<file path="src/rtl/fu_ls_pipe.sv">
// Buffered load/store unit: computes effective addresses, issues in order to the LSQ,
// extends load data and writes results back in program order.
module fu_ls_pipe #(
    parameter int XLEN       = 32,
    parameter int DEPTH      = 4,
    parameter int SQ_IDX_LEN = 3,
    parameter int TAG_LEN    = 6,
    localparam int PW        = $clog2(DEPTH),
    localparam int ID_W      = PW + 1
) (
    input  logic                  clock,
    input  logic                  reset,
    input  logic                  squash,
    input  logic                  in_valid,
    output logic                  in_ready,
    input  logic                  in_is_store,
    input  logic [2:0]            in_funct3,
    input  logic [XLEN-1:0]       in_base,
    input  logic [XLEN-1:0]       in_imm,
    input  logic [XLEN-1:0]       in_data,
    input  logic [SQ_IDX_LEN-1:0] in_sq_pos,
    input  logic [TAG_LEN-1:0]    in_tag,
    output logic                  lsq_req_valid,
    input  logic                  lsq_req_ready,
    output logic                  lsq_req_store,
    output logic [XLEN-1:0]       lsq_req_addr,
    output logic [XLEN-1:0]       lsq_req_data,
    output logic [1:0]            lsq_req_size,
    output logic [SQ_IDX_LEN-1:0] lsq_req_sq_pos,
    output logic [ID_W-1:0]       lsq_req_id,
    input  logic                  lsq_resp_valid,
    input  logic [ID_W-1:0]       lsq_resp_id,
    input  logic [XLEN-1:0]       lsq_resp_data,
    output logic                  wb_valid,
    input  logic                  wb_ready,
    output logic [TAG_LEN-1:0]    wb_tag,
    output logic [XLEN-1:0]       wb_value,
    output logic                  wb_is_store,
    output logic                  wb_misaligned,
    output logic [XLEN-1:0]       wb_addr,
    output logic [2*DEPTH-1:0]    dbg_state
);

    typedef enum logic [1:0] {S_IDLE, S_PEND, S_OUT, S_DONE} ent_state_t;

    localparam logic [PW:0] DEPTH_C = DEPTH[PW:0];

    ent_state_t            st     [DEPTH];
    logic                  e_store[DEPTH];
    logic [2:0]            e_f3   [DEPTH];
    logic [XLEN-1:0]       e_addr [DEPTH];
    logic [XLEN-1:0]       e_data [DEPTH];
    logic [SQ_IDX_LEN-1:0] e_sq   [DEPTH];
    logic [TAG_LEN-1:0]    e_tag  [DEPTH];
    logic                  e_mis  [DEPTH];
    logic [XLEN-1:0]       e_val  [DEPTH];

    logic [PW-1:0] tail_ptr, req_ptr, head_ptr;
    logic [PW:0]   count, pend_cnt;
    logic          epoch;

    logic            push, req_hs, req_skip, adv, pop, resp_hit;
    logic [PW-1:0]   resp_slot;
    logic [XLEN-1:0] enq_addr;
    logic            enq_mis;

    function automatic logic [XLEN-1:0] extract(input logic [XLEN-1:0] w,
                                                input logic [1:0] a,
                                                input logic [2:0] f3);
        logic [XLEN-1:0] sh;
        sh = w >> {a, 3'b000};
        case (f3)
            3'b000:  extract = {{(XLEN-8){sh[7]}}, sh[7:0]};
            3'b001:  extract = {{(XLEN-16){sh[15]}}, sh[15:0]};
            3'b100:  extract = {{(XLEN-8){1'b0}}, sh[7:0]};
            3'b101:  extract = {{(XLEN-16){1'b0}}, sh[15:0]};
            default: extract = w;
        endcase
    endfunction

    // Every handshake transfers on a clock edge where valid && ready; a producer holds its
    // payload steady and keeps valid high until that edge, and valid never depends on ready.
    assign in_ready = (count < DEPTH_C) && !reset;

    assign enq_addr = in_base + in_imm;
    assign enq_mis  = (in_funct3[1:0] == 2'b01 && enq_addr[0]) ||
                      (in_funct3[1:0] == 2'b10 && enq_addr[1:0] != 2'b00);

    // pend_cnt tracks entries not yet passed by req, so a full buffer with req == head
    // is not mistaken for an unissued entry.
    assign lsq_req_valid = (pend_cnt != '0) && (st[req_ptr] == S_PEND);
    assign wb_valid      = (st[head_ptr] == S_DONE);

    assign resp_slot = lsq_resp_id[PW-1:0];
    assign push      = in_valid && in_ready && !squash;
    assign req_hs    = lsq_req_valid && lsq_req_ready && !squash;
    assign req_skip  = (pend_cnt != '0) && (st[req_ptr] == S_DONE) && !squash;
    assign adv       = req_hs || req_skip;
    assign pop       = wb_valid && wb_ready && !squash;
    assign resp_hit  = lsq_resp_valid && !squash && (lsq_resp_id[ID_W-1] == epoch) &&
                       (st[resp_slot] == S_OUT);

    assign lsq_req_store  = lsq_req_valid ? e_store[req_ptr] : 1'b0;
    assign lsq_req_addr   = lsq_req_valid ? e_addr[req_ptr] : '0;
    assign lsq_req_data   = lsq_req_valid ? e_data[req_ptr] : '0;
    assign lsq_req_size   = lsq_req_valid ? e_f3[req_ptr][1:0] : 2'b00;
    assign lsq_req_sq_pos = lsq_req_valid ? e_sq[req_ptr] : '0;
    assign lsq_req_id     = lsq_req_valid ? {epoch, req_ptr} : '0;

    assign wb_tag        = wb_valid ? e_tag[head_ptr] : '0;
    assign wb_value      = wb_valid ? e_val[head_ptr] : '0;
    assign wb_is_store   = wb_valid ? e_store[head_ptr] : 1'b0;
    assign wb_misaligned = wb_valid ? e_mis[head_ptr] : 1'b0;
    assign wb_addr       = wb_valid ? e_addr[head_ptr] : '0;

    always_comb begin
        dbg_state = '0;
        for (int i = 0; i < DEPTH; i++) dbg_state[2*i +: 2] = st[i];
    end

    always_ff @(posedge clock or posedge reset) begin
        if (reset) begin
            for (int i = 0; i < DEPTH; i++) begin
                st[i]      <= S_IDLE;
                e_store[i] <= 1'b0;
                e_f3[i]    <= '0;
                e_addr[i]  <= '0;
                e_data[i]  <= '0;
                e_sq[i]    <= '0;
                e_tag[i]   <= '0;
                e_mis[i]   <= 1'b0;
                e_val[i]   <= '0;
            end
            tail_ptr <= '0;
            req_ptr  <= '0;
            head_ptr <= '0;
            count    <= '0;
            pend_cnt <= '0;
            epoch    <= 1'b0;
        end else if (squash) begin
            for (int i = 0; i < DEPTH; i++) st[i] <= S_IDLE;
            tail_ptr <= '0;
            req_ptr  <= '0;
            head_ptr <= '0;
            count    <= '0;
            pend_cnt <= '0;
            epoch    <= ~epoch;
        end else begin
            if (push) begin
                st[tail_ptr]      <= enq_mis ? S_DONE : S_PEND;
                e_store[tail_ptr] <= in_is_store;
                e_f3[tail_ptr]    <= in_funct3;
                e_addr[tail_ptr]  <= enq_addr;
                e_data[tail_ptr]  <= in_data;
                e_sq[tail_ptr]    <= in_sq_pos;
                e_tag[tail_ptr]   <= in_tag;
                e_mis[tail_ptr]   <= enq_mis;
                e_val[tail_ptr]   <= '0;
                tail_ptr          <= tail_ptr + PW'(1);
            end
            if (req_hs) st[req_ptr] <= e_store[req_ptr] ? S_DONE : S_OUT;
            if (adv) req_ptr <= req_ptr + PW'(1);
            if (resp_hit) begin
                st[resp_slot]    <= S_DONE;
                e_val[resp_slot] <= extract(lsq_resp_data, e_addr[resp_slot][1:0],
                                            e_f3[resp_slot]);
            end
            if (pop) begin
                st[head_ptr] <= S_IDLE;
                head_ptr     <= head_ptr + PW'(1);
            end
            count    <= count + (PW+1)'(push) - (PW+1)'(pop);
            pend_cnt <= pend_cnt + (PW+1)'(push) - (PW+1)'(adv);
        end
    end

endmodule
</file>
<file path="config.mk">
export PLATFORM = sky130hd
export DESIGN_NAME = fu_ls_pipe
export DESIGN_NICKNAME = d
export VERILOG_FILES = /design/src/rtl/fu_ls_pipe.sv
export SDC_FILE = /design/constraint.sdc
export NUM_CORES = 1
export LEC_CHECK = 0
export CAP_MARGIN = 40
export CORE_MARGIN = 3
export CORE_UTILIZATION = 30
export DETAILED_ROUTE_END_ITERATION = 6
export SLEW_MARGIN = 15
export SYNTH_ARGS = -nofsm -noshare
export SYNTH_HDL_FRONTEND = slang
export SYNTH_SLANG_ARGS = --single-unit
</file>
<file path="constraint.sdc">
create_clock -name clock -period 26.3 [get_ports clock]
set_input_delay 3.945 -clock clock [delete_from_list [all_inputs] [get_ports clock]]
set_output_delay 3.945 -clock clock [all_outputs]
set_load 0.01 [all_outputs]
</file>
==> impl_results.md, run 1 <==
- Clock skew: between 20 and 25 ps
- Number of synthesized flops with an enable pin: 0
- First-pass GRT wire length: approximately 120000 um
- Most frequent cells in the layout: nand2_1, dfrtp_1, clkdlybuf4s50_1
- Slowest CP cell: clkdlybuf4s50_1
- Post-CTS Setup Repair Bufs: 0
- Drt wl/cell: between 20 and 25 um
- Resize count post-CTS: 0
- Tcrit/Tclk final: 0.346
- Most used cell, CP: clkdlybuf4s50_1
- Starting Density: 0.304
- CTS Buf Count: 52
- Crit Path Max Fanout: 2
- CTS tree: done
- RSZ-0062 raised after global routing: false
- Total die area: about 86000 um^2
- Port Buffer Count: a little over 300
- Register area share after synthesis: 0.467
- Commonest non-fill, non-tap cell in the layout: nand2_1
- Drt initial violations: 1457
- Core ar.: between 80000 and 90000 um^2
- Ys Warns: 0
- Initial antenna violation count: 9
- Maximum clock path buffer count: 3
- Hpwl dp: ~52000 um
- Total clock sinks: roughly 460
- IO Pins: slightly above 300
- Fraction of layout cells with a size suffix above 1: 0.128
- Die Y: 293 um
- Max rail drop VDD: approximately 0.000043 V
- Final hold viol count: 0
- DRC: 0
- Crit path DAT: 5170 ps
- Final Setup Violations: 0
- Die width: between 200 and 300 um
- Fmax: 110 MHz
- Worst-skew pair later-pin latency: just under 600 ps
- Post-synth top flop: dfrtp_1
- Fraction of registers with async set/reset: 1.00
- Fillers: 8029
- Gpl congestion: roughly 0.87
- Critical path class: input port to output port
- Netlist cell types: 60
- Leak Pwr: 13.3 nW
- Worst Tran Pin Value: a little over 1000 ps
- Final wirelength: 79700 um
- DR vias: 19800
- # nets final: 2933
- Mapped Avg Cell Area: around 9.8 um^2
- Req. time, crit path: between 20000 and 25000 ps
- Status: complete, no violations
- Final slew viol count: 0
- Hold Path Class: flip-flop to flip-flop
- Vias/cell: 5.16
- H-tree depth: 2
- Detailed Routing Iterations Pass 1: 5
- Largest net degree at the start of global routing: approximately 160
- Max capacitance violation total: 0
- Setup TNS: 0 ps
- Synth Instances: between 2000 and 3000
- Fin util: 0.379
- CP peak stage delay: about 550 ps
- Row count: between 100 and 150
- Post-Syn Area: 24700 um^2
- Syn-to-layout area delta: 24.3%
- Register bit total from synthesis: ~460
- Root Driver: clkbuf_16
- Clock transition at path regs: 60 ps
- Cts hold-fix bufs: 0
- Mapped Nets: between 2000 and 3000
- Gr ovfl total: 0
- Total GRT Usage: 0.184
- Vias in the first global route: a little over 20000
- Min Tclk post-route: about 9100 ps
- ANT nets after route: 0
- Power Density: around 67 nW/um^2
- Critical Path Start Type: input port
- Critical path cell sequence: clkdlybuf4s50_1, nor2_1, clkdlybuf4s50_1
- Crit. End Element: output port
- Max-Slew Margin vs Limit: 0.310
[synth_stat cells, types with 3 or more instances]
| cell type | count | share of area |
|---|---|---|
| nand2_1 | 760 | 0.12 |
| dfrtp_1 | 461 | 0.47 |
| o21ai_0 | 195 | 0.040 |
| nor2b_1 | 150 | 0.038 |
| mux4_2 | 146 | 0.13 |
| clkbuf_1 | 136 | 0.021 |
| nand3_1 | 111 | 0.023 |
| a21oi_1 | 62 | 0.013 |
| nor2_1 | 59 | 0.0090 |
| mux2_2 | 56 | 0.026 |
| ha_1 | 47 | 0.024 |
| o21ai_1 | 41 | 0.0083 |
| buf_1 | 39 | 0.0059 |
| inv_1 | 22 | 0.0033 |
| mux2i_1 | 18 | 0.0073 |
| xnor2_1 | 18 | 0.0064 |
| a31oi_1 | 15 | 0.0038 |
| nor3_1 | 14 | 0.0028 |
| o21a_1 | 14 | 0.0043 |
| xor2_1 | 13 | 0.0046 |
| and2_1 | 12 | 0.0030 |
| a21oi_2 | 10 | 0.0035 |
| a211o_1 | 9 | 0.0032 |
| a211oi_1 | 9 | 0.0027 |
| a21o_1 | 9 | 0.0027 |
| nand2b_1 | 9 | 0.0023 |
| and3_1 | 8 | 0.0020 |
| nand4_1 | 7 | 0.0018 |
| o22ai_1 | 7 | 0.0018 |
| o211ai_1 | 6 | 0.0018 |
| o31ai_1 | 6 | 0.0018 |
| fa_1 | 3 | 0.0024 |
| o2111ai_1 | 3 | 0.0011 |
| o31a_1 | 3 | 0.0011 |
| or2_2 | 3 | 0.00076 |
| or3_1 | 3 | 0.00076 |
[metrics by stage]
| stage | cell area [um^2] | std cells | power (mW) | hold WS, ps | setup WS, ps |
|---|---|---|---|---|---|
| floorplan | 24700 | 2516 | 1.18 | 440 | 9500 |
| global placement | 28700 | 3728 | 1.30 | 453 | 17150 |
| detailed placement | 28800 | 3736 | 1.31 | 458 | 17170 |
| CTS | 30600 | 3828 | 2.08 | 473 | 17170 |
| global route | 30700 | 3831 | 2.17 | 480 | 17120 |
| finish | 30700 | 3834 | 2.06 | 469 | 17190 |
[layer usage]
metal	GRT usage	up-vias	share of wire
met1	0.255	9899	0.44
met4	0.0433	8	0.019
li1	-	9115	-
met3	0.0366	105	0.069
met5	0	-	0.00060
met2	0.298	641	0.47
[area by class of cell]
cell class / instances / area (um^2) / share of cell area
multi-input combinational: 1854 / 12400 / 0.405
sequential: 461 / 11600 / 0.376
timing repair buffer: 341 / 3500 / 0.114
clock buffer: 73 / 1520 / 0.0496
tap: 1060 / 1330 / 0.0432
clock inverter: 19 / 249 / 0.00811
inverter: 22 / 90.1 / 0.00294
antenna: 4 / 10.0 / 0.000326
[where the power goes]
part	switching, mW	internal [mW]	total [mW]
sequential	0.0714	0.823	0.895
combinational	0.208	0.200	0.408
clock	0.306	0.452	0.758
total	0.586	1.47	2.06
[final timing paths]
| check | from | to | slack (ps) | cells past startpoint |
|---|---|---|---|---|
| max in group asynchronous | reset | e_data[46] | 20380 | 5 |
| hold / removal | e_data[21] | e_data[21] | 470 | 2 |
| setup / recovery | reset | in_ready | 17190 | 3 |
| min in group asynchronous | reset | count[2] | 3900 | 2 |
| setup reg to reg | head_ptr[1] | count[2] | 22420 | 12 |
| hold reg to reg | e_data[21] | e_data[21] | 470 | 2 |
[kinds of logic after synthesis]
kind of cell / Yosys count / share of synthesized area
multiplexers: 220 / 0.166
flip-flops: 461 / 0.467
XOR/XNOR: 31 / 0.0110
buffers and inverters: 201 / 0.0311
adder cells (fa/ha/maj): 50 / 0.0263
AO/OA/AOI/OAI: 402 / 0.0943
AND/OR/NAND/NOR: 1151 / 0.204
[registers in the layout (all words and copies together), names as in the netlist]
| register | flops |
|---|---|
| req_ptr | 2 |
| e_data | 128 |
| e_tag | 24 |
| e_store | 4 |
| e_f3 | 12 |
| e_sq | 12 |
| dbg_state | 8 |
| e_mis | 4 |
| e_addr | 128 |
| count | 3 |
| e_val | 128 |
| epoch | 1 |
| tail_ptr | 2 |
| head_ptr | 2 |
| pend_cnt | 3 |
[worst max-delay path: cells and delay by family]
family	cells	cell delay [ps]
buf+inv	2	1060
simple gates	1	160
(Power assumes the default switching activity.)
==> run 2: changes to the inputs <==
clock period = 9.4 ns   (was 26.3 ns; I/O delays follow)
==> run 2 against run 1 <==
  * Power rose to 2.8 times the previous value
  * Core utilization increased by 0.15 points
  * Critical path depth rose by 2
  * Clock skew decreased by 15 ps
  * Non-clock buffer count up 6
  * Wire length grew 1.8%
  * Global-route usage grew 0.35 points
  * Worst setup slack got worse by 13000 ps
  * Final area increased by 0.39%
  * Via count increased by 0.39%
  * Cell count up 0.26%
  * Combinational power grew to 2.9 times the previous value
  * Critical path type is now flip-flop to output port
  * Largest power group unchanged
==> impl_results.md, run 2 (same netlist as run 1, synthesis figures left out) <==
- Status: complete, no violations
- Root Driver: clkbuf_16
- Gr ovfl total: 0 (unchanged)
- IO Pins: 307 (unchanged)
- Hold Path Depth: 2 (unchanged)
- Register Area: 11600 um^2 (unchanged)
- Drt wl/cell: 21.1 um (+1.5%)
- Starting Density: 0.304 (unchanged)
- Hpwl dp: 54000 um (+4.4%)
- RSZ-0062 raised after global routing: false
- Fillers: 8053 (+0.30%)
- Resize count post-CTS: 0 (unchanged)
- DR vias: 19800 (+0.39%)
- Die width: 293 um (unchanged)
- Drt initial violations: 1361 (-6.6%)
- Fraction of layout cells with a size suffix above 1: 0.132 (+0.00417)
- Largest delay share family, worst path: buffers and inverters
- ANT nets after route: 0 (unchanged)
- Gpl congestion: 0.869 (-0.15%)
- Commonest non-fill, non-tap cell in the layout: nand2_1
- Worst slack, placed: 4550 ps (-12620 ps)
- Initial antenna violation count: 6 (-3)
- Worst-skew pair later-pin latency: 610 ps (+20 ps)
- Maximum clock path buffer count: 3 (unchanged)
- Vias in the first global route: 20300 (+0.48%)
- Hold Path Class: flip-flop to flip-flop
- Multi-input logic area: 12400 um^2 (unchanged)
- Port Buffer Count: 306 (unchanged)
- Fmax: 201 MHz
- Req. time, crit path: 7990 ps (-14360 ps)
- Cts hold-fix bufs: 0 (unchanged)
- Critical path class: flip-flop to output port
- Die Y: 293 um (unchanged)
- Max rail drop VDD: 0.000120 V (+180%)
- Max-Slew Margin vs Limit: 0.416 (+0.106)
- Min Tclk post-route: 4980 ps
- WP buf/inv: 2 (unchanged)
- Slowest CP cell: dfrtp_4
- Post-CTS Setup Repair Bufs: 0 (unchanged)
- Total clock sinks: 461 (unchanged)
- DRC: 0 (unchanged)
- Worst Tran Pin Value: 875 ps (-159 ps)
- Critical path cell sequence: o211ai_1, o21ai_4, buf_4, nor2b_1, clkdlybuf4s50_1
- CTS Buf Count: 53 (+1.9%)
- Setup TNS: 0 ps (unchanged)
- H-tree depth: 2 (unchanged)
- # nets final: 2940 (+0.24%)
- Total GRT Usage: 0.188 (+0.00345)
- Crit. End Element: output port
- Final slew viol count: 0 (unchanged)
- Core ar.: 81100 um^2 (unchanged)
- Row count: 104 (unchanged)
- Crit Path Max Fanout: 59 (+57)
- Final Setup Violations: 0 (unchanged)
- Crit path depth: 5 (+2)
- Most frequent cells in the layout: nand2_1, dfrtp_1, clkdlybuf4s50_1
- Detailed Routing Iterations Pass 1: 5 (unchanged)
- CTS tree: done
- Max capacitance violation total: 0 (unchanged)
- Clock skew: 9.46 ps (-15.0 ps)
- Clock transition at path regs: 60 ps (about the same)
- PnR worst setup slack: 4420 ps (-12770 ps)
- R2R cell count: 11 (-1)
- Critical Path Start Type: flip-flop
- Final hold viol count: 0 (unchanged)
- Vias/cell: 5.16 (+0.13%)
- Final wirelength: 81100 um (+1.8%)
- First-pass GRT wire length: 125000 um (+1.6%)
- Leak Pwr: 13.3 nW (+0.39%)
- CP peak stage delay: 880 ps (+330 ps)
- Tcrit/Tclk final: 0.530
- Syn-to-layout area delta: 24.8%
- Total die area: 85700 um^2 (unchanged)
- Crit path DAT: 3570 ps (-1600 ps)
- Power Density: 188 nW/um^2 (+180%)
- Largest net degree at the start of global routing: 135 (-17%)
- Regs by FF count: e_addr: 128 flops, e_data: 128 flops, e_val: 128 flops
==> run 2: changes by cell type in the layout (fill, tap and decap cells not counted), sizes merged <==
cell      before  now
buf           35   41
bufinv         5    1
clkbuf        73   72
clkinv        12   15
clkinvlp       1    5
diode          4    3
inv           23   26
==> run 2: where the power goes <==
| group | leakage (nW) | total, mW | switching, mW | internal (mW) |
|---|---|---|---|---|
| Combinational | 6.28 | 1.20 | 0.637 | 0.567 |
| Sequential | 6.18 | 2.51 | 0.204 | 2.30 |
| Clock | 0.858 | 2.07 | 0.899 | 1.18 |
==> run 2: area by class of cell <==
type / instances / share of cell area
sequential: 461 / 0.375
clock inverter: 25 / 0.00678
multi-input combinational: 1854 / 0.404
tap: 1060 / 0.0431
timing repair buffer: 347 / 0.119
inverter: 22 / 0.00280
antenna: 3 / 0.000244
clock buffer: 72 / 0.0496
==> run 2: final timing paths <==
path / slack (ps) / to / from
max in group asynchronous: 6850 / e_data[46] / reset
min: 470 / e_data[52] / e_data[52]
min in group asynchronous: 1270 / epoch / reset
min reg2reg: 470 / e_data[52] / e_data[52]
max: 4420 / wb_addr[2] / head_ptr[1]
max reg2reg: 5830 / count[2] / head_ptr[1]
==> run 2: worst min-delay path, delay by kind of cell, from the launching register on <==
family / cells / cell delay, ps
flops: 1 / 330
simple gates: 2 / 100
==> run 2: metrics by stage <==
step | utilization | power, mW | hold slack, ps | cells | instance area, um^2
CTS | 0.380 | 5.84 | 472 | 3841 | 30800
global placement | 0.353 | 3.71 | 452 | 3726 | 28600
floorplan | - | 3.29 | 440 | 2516 | 24700
global route | 0.380 | 6.08 | 493 | 3841 | 30800
finish | 0.380 | 5.79 | 467 | 3844 | 30800
detailed placement | 0.358 | 3.75 | 457 | 3744 | 29100
==> run 2: per-layer routing <==
| metal | part of all wire | up-vias | GRT usage |
|---|---|---|---|
| li1 | - | 9131 | - |
| met1 | 0.44 | 9973 | 0.254 |
| met2 | 0.47 | 623 | 0.305 |
| met3 | 0.070 | 115 | 0.0420 |
| met4 | 0.022 | 4 | 0.0476 |
| met5 | 0.00033 | - | 0 |
